`config.mk`:
```
export PLATFORM = sky130hd
export DESIGN_NAME = lim_inc_flat
export DESIGN_NICKNAME = d
export VERILOG_FILES = /design/src/rtl/lim_inc_if.sv /design/src/rtl/lim_inc.sv /design/src/flat_wrapper.sv
export SDC_FILE = /design/constraint.sdc
export NUM_CORES = 1
export LEC_CHECK = 0
export ABC_AREA = 0
export CAP_MARGIN = 20
export CORE_AREA = 2 2 39 41
export DETAILED_ROUTE_END_ITERATION = 6
export DIE_AREA = 0 0 41 43
export GPL_TIMING_DRIVEN = 0
export PLACE_DENSITY_LB_ADDON = 0.25
export SYNTH_ARGS = -nofsm -noshare
export SYNTH_HDL_FRONTEND = slang
export SYNTH_SLANG_ARGS = --single-unit
```
`constraint.sdc`:
```
create_clock -name clk -period 3 [get_ports clk]
set_input_delay 0.45 -clock clk [delete_from_list [all_inputs] [get_ports clk]]
set_output_delay 0.45 -clock clk [all_outputs]
set_load 0.005 [all_outputs]
```
`src/rtl/lim_inc_if.sv`:
```
`default_nettype none
// ============================================================================
// Module   : lim_inc_if
// Purpose  : Digit/carry bundle between a stopwatch digit and its incrementor.
// Revision : 1.0
// ============================================================================
interface lim_inc_if #(
    parameter int W = 4
);
    logic [W-1:0] a;
    logic         ci;
    logic [W-1:0] sum;
    logic         co;
    logic [W-1:0] sum_q;
    logic         co_q;

    modport master (
        output a, ci,
        input  sum, co, sum_q, co_q
    );

    modport slave (
        input  a, ci,
        output sum, co, sum_q, co_q
    );
endinterface
`default_nettype wire

```
`src/rtl/lim_inc.sv`:
```
`default_nettype none
// ============================================================================
// Module   : lim_inc
// Purpose  : Modulo-L digit incrementor with combinational and registered outs.
// Revision : 1.0
// ============================================================================
module lim_inc #(
    parameter int L = 11,
    parameter int W = 4
) (
    input  wire logic  clk,
    input  wire logic  rst_n,
    lim_inc_if.slave   bus
);

    generate
        if ((L < 1) || (L > (2 ** W))) begin : g_bad_limit
            $fatal(1, "lim_inc: L=%0d outside 1..2**W (W=%0d)", L, W);
        end
    endgenerate

    // One extra bit so that a = 2**W-1 with ci = 1 cannot alias to zero.
    localparam logic [W:0] C_LIM = (W+1)'(L);

    logic [W:0]   w_t;
    logic         w_wrap;
    logic [W-1:0] sum_d;
    logic         co_d;
    logic [W-1:0] sum_q;
    logic         co_q;

    assign w_t    = {1'b0, bus.a} + {{W{1'b0}}, bus.ci};
    assign w_wrap = (w_t >= C_LIM);
    assign sum_d  = w_wrap ? '0 : w_t[W-1:0];
    assign co_d   = w_wrap;

    always_ff @(posedge clk or negedge rst_n) begin
        if (!rst_n) begin
            sum_q <= '0;
            co_q  <= 1'b0;
        end else begin
            sum_q <= sum_d;
            co_q  <= co_d;
        end
    end

    assign bus.sum   = sum_d;
    assign bus.co    = co_d;
    assign bus.sum_q = sum_q;
    assign bus.co_q  = co_q;

endmodule
`default_nettype wire

```
`src/flat_wrapper.sv`:
```
// flat-port wrapper written by rule: the top's interface ports become plain ports
module lim_inc_flat 
#(
    parameter int L = 11,
    parameter int W = 4
)
  (clk, rst_n, bus_a, bus_ci, bus_sum, bus_co, bus_sum_q, bus_co_q);
  lim_inc_if #(.W(W)) bus_i ();
  input  wire logic clk;
  input  wire logic rst_n;
  input wire logic [$bits(bus_i.a)-1:0] bus_a;
  input wire logic [$bits(bus_i.ci)-1:0] bus_ci;
  output wire logic [$bits(bus_i.sum)-1:0] bus_sum;
  output wire logic [$bits(bus_i.co)-1:0] bus_co;
  output wire logic [$bits(bus_i.sum_q)-1:0] bus_sum_q;
  output wire logic [$bits(bus_i.co_q)-1:0] bus_co_q;
  assign bus_i.a = bus_a;
  assign bus_i.ci = bus_ci;
  assign bus_sum = bus_i.sum;
  assign bus_co = bus_i.co;
  assign bus_sum_q = bus_i.sum_q;
  assign bus_co_q = bus_i.co_q;
  lim_inc #(.L(L), .W(W)) u_core (.clk(clk), .rst_n(rst_n), .bus(bus_i));
endmodule
```
==> results.toml, run 1 <==
[global_route]
grt_pass1_vias = 283
antenna_found_initial = 0
overflow = 0
use_met2 = 0.1313
met3_usage = 0.01571
grt_start_max_net_pins = 10
track_usage = 0.09228
grt_pass1_wl_um = 1138
busiest_layer = "met2"
use_met1 = 0.1218

[sta]
hold_viol = 0
tns_ps = 0
max_freq_ghz = 0.3514
fin_crit_sh = 0.9486
finalSetupViolCount = 0
rsz0062_at_grt = "no"
relSlewSlack = 0.8523
maxSlewViolCount = 0
worst_slew_pin_slew_ps = 219.8
period_needed_ps = 2846

[floorplanning]
ios = 17
dieArea_mm2 = 0.001763
core_area_mm2 = 0.001384
die_width_um = 41
start_util = 0.2342
die_y_um = 43
rows = 14

[finish]
drive_gt1_frac = 0.1765
stdcell_count = 67
antenna-diode-count = 0
syn_to_final_growth_pct = 58.30
utilization = 0.3707
layout_common_cells = "clkdlybuf4s50_1 (14), dfrtp_1 (5), a21oi_1 (4), nor2b_1 (3), clkbuf_4 (3)"
fillers = 158
nets = 61
design_area_um2 = 513.0
final_common_cell = "clkdlybuf4s50_1"

[drt]
wire_per_inst_um = 9.448
wl_um = 633
via_per_inst = 4.657
via_count = 312
first_pass_iters = 3
drc = 0
postRouteAntennaNets = 0
drtIter0Drc = 4

[critical_path]
worstPathRequired_ps = 2550
cp-end-kind = "primary output"
cp-startpoint = "bus_ci"
criticalPathCategory = "primary input to primary output"
cp-start-kind = "primary input"
crit_fanout = 7
arrival_ps = 2400

[placement]
hpwl_um = 532.6
place_inst = 63
port-buffer-count = 14
dpl_cell_area_um2 = 484.2
finalWeightedCongestion = 0.7511

[pwr]
comb_power_share = 0.307
sw_frac_of_total = 0.2347
pwr-share-seq = 0.351
vdd_drop_max_mv = 0.1035
clockPowerShare = 0.341
p_per_area_mw_per_mm2 = 417.4
internal-power_uw = 163.9
p_switching_uw = 50.25
leakagePower_uw = 0.0002028
power.total_uw = 214.1

[logic_synthesis]
ys_types = 20
ys_seq_elements = 5
syn-num-nets = 42
synth-seq-area-share = 0.3861
ys_warn_count = 0
avgSynthCellArea_um2 = 9.820
synth.cell_area_um2 = 324.1
syn_inst = 33

[cts]
cts.path.max_buffers = 2
cts.clk_slew.worst_paths_ps = 40
cts-buffers-inserted = 3
h-tree-depth = 1
hold_buffers = 0
cts_sinks = 5
cts-root-buf = "clkbuf_4"
cts_tree = "done"

[status]
status = "complete, no violations"

[hold_path]
holdCritPathClass = "primary input to async pin"

[run]
max-cap-violations = 0
logic make-up (layout without fill, tap and decap cells):
group | Yosys count | after routing | synth area share
xor gates and xnor gates | 1 | 1 | 0.02703
buffers and inverters | 3 | 21 | 0.06175
DFF | 5 | 5 | 0.3861
and+or+nand+nor | 10 | 10 | 0.1853
adders and majority gates | 2 | 2 | 0.07721
AOI/OAI and AO/OA | 12 | 12 | 0.2626
power by group through the flow:
stage	registers (uW)	logic, uW	clock network [uW]
2_1_floorplan	77.6	28.2	0
3_3_place_gp	76.2	65.9	0
3_5_place_dp	76.2	66.2	0
4_1_cts	75.2	66.2	77.6
5_1_grt	75.9	73.6	79.5
6_report	75.2	65.8	73.1
stage by stage:
stage | worst slack [ps] | hold WS (ps)
finish | 154.1 | 433.9
global route | 29.81 | 431.1
CTS | 131.9 | 430.9
detailed placement | 135.5 | 681.7
global placement | 138.9 | 681.1
floorplan | 1141 | 154.4
synthesized netlist by cell type:
master	count	area, um2
dfrtp_1	5	125.1
xnor2_1	1	8.760
and2_1	1	6.260
nand4_1	1	6.260
a32o_1	2	20.02
nor2_1	1	3.750
nor2b_1	3	18.77
and3_4	1	11.26
buf_2	1	5.000
o22a_1	1	8.760
nand2_1	1	3.750
a21oi_1	4	20.02
nand3_1	1	5.000
ha_1	2	25.02
nor3_1	1	5.000
a32oi_1	1	8.760
o21ai_0	2	10.01
inv_1	1	3.750
buf_6	1	11.26
o21ai_2	2	17.52
flip-flops by register name (all words and copies together) (netlist names):
signal	count
u_core.bus.sum_q	4
u_core.bus.co_q	1
critical path, cell delays in order:
cell and delay [ps]:
clkdlybuf4s50_1 400, ha_1 240, ha_2 410, nand2_1 70, a21oi_1 150, o22a_1 170
clkdlybuf4s50_1 500
timing repair:
action                                  4_1_cts  5_1_grt
setup buffers                                 0        0
gates resized for setup                       0        1
endpoints found under the setup margin        0        1
metal layers:
metal  up-vias  part of all wire
met2        12              0.50
met5         -                 0
met1       142              0.42
met4         0                 0
li1        158                 -
met3         0             0.081
layout make-up:
type,instances,area [um2],area share
plain buffers,2,16.27,0.03171
clock buffers,4,26.28,0.05122
inverters,1,3.754,0.007317
multi-input cells,25,181.4,0.3537
flip-flops and latches,5,125.1,0.2439
well taps,16,20.02,0.03902
repair buffers,14,140.1,0.2732
path summary, 6_finish.rpt:
path	cells after the start	slack (ps)	to
worst min-delay path	1	430	u_core.bus.sum_q[1]
worst max-delay path	7	150	bus_co
max in group asynchronous	1	2380	u_core.bus.sum_q[2]
min in group clk	3	530	u_core.bus.sum_q[2]
Note: power is estimated with default switching activity, not from simulation.
==> inputs of run 2 (changes only) <==
ABC_AREA = default   (was 0)
SKIP_CTS_REPAIR_TIMING = 1   (was default)
==> results of run 2 <==
Same layout as run 1: the final DEF is identical, and so are final timing and power.
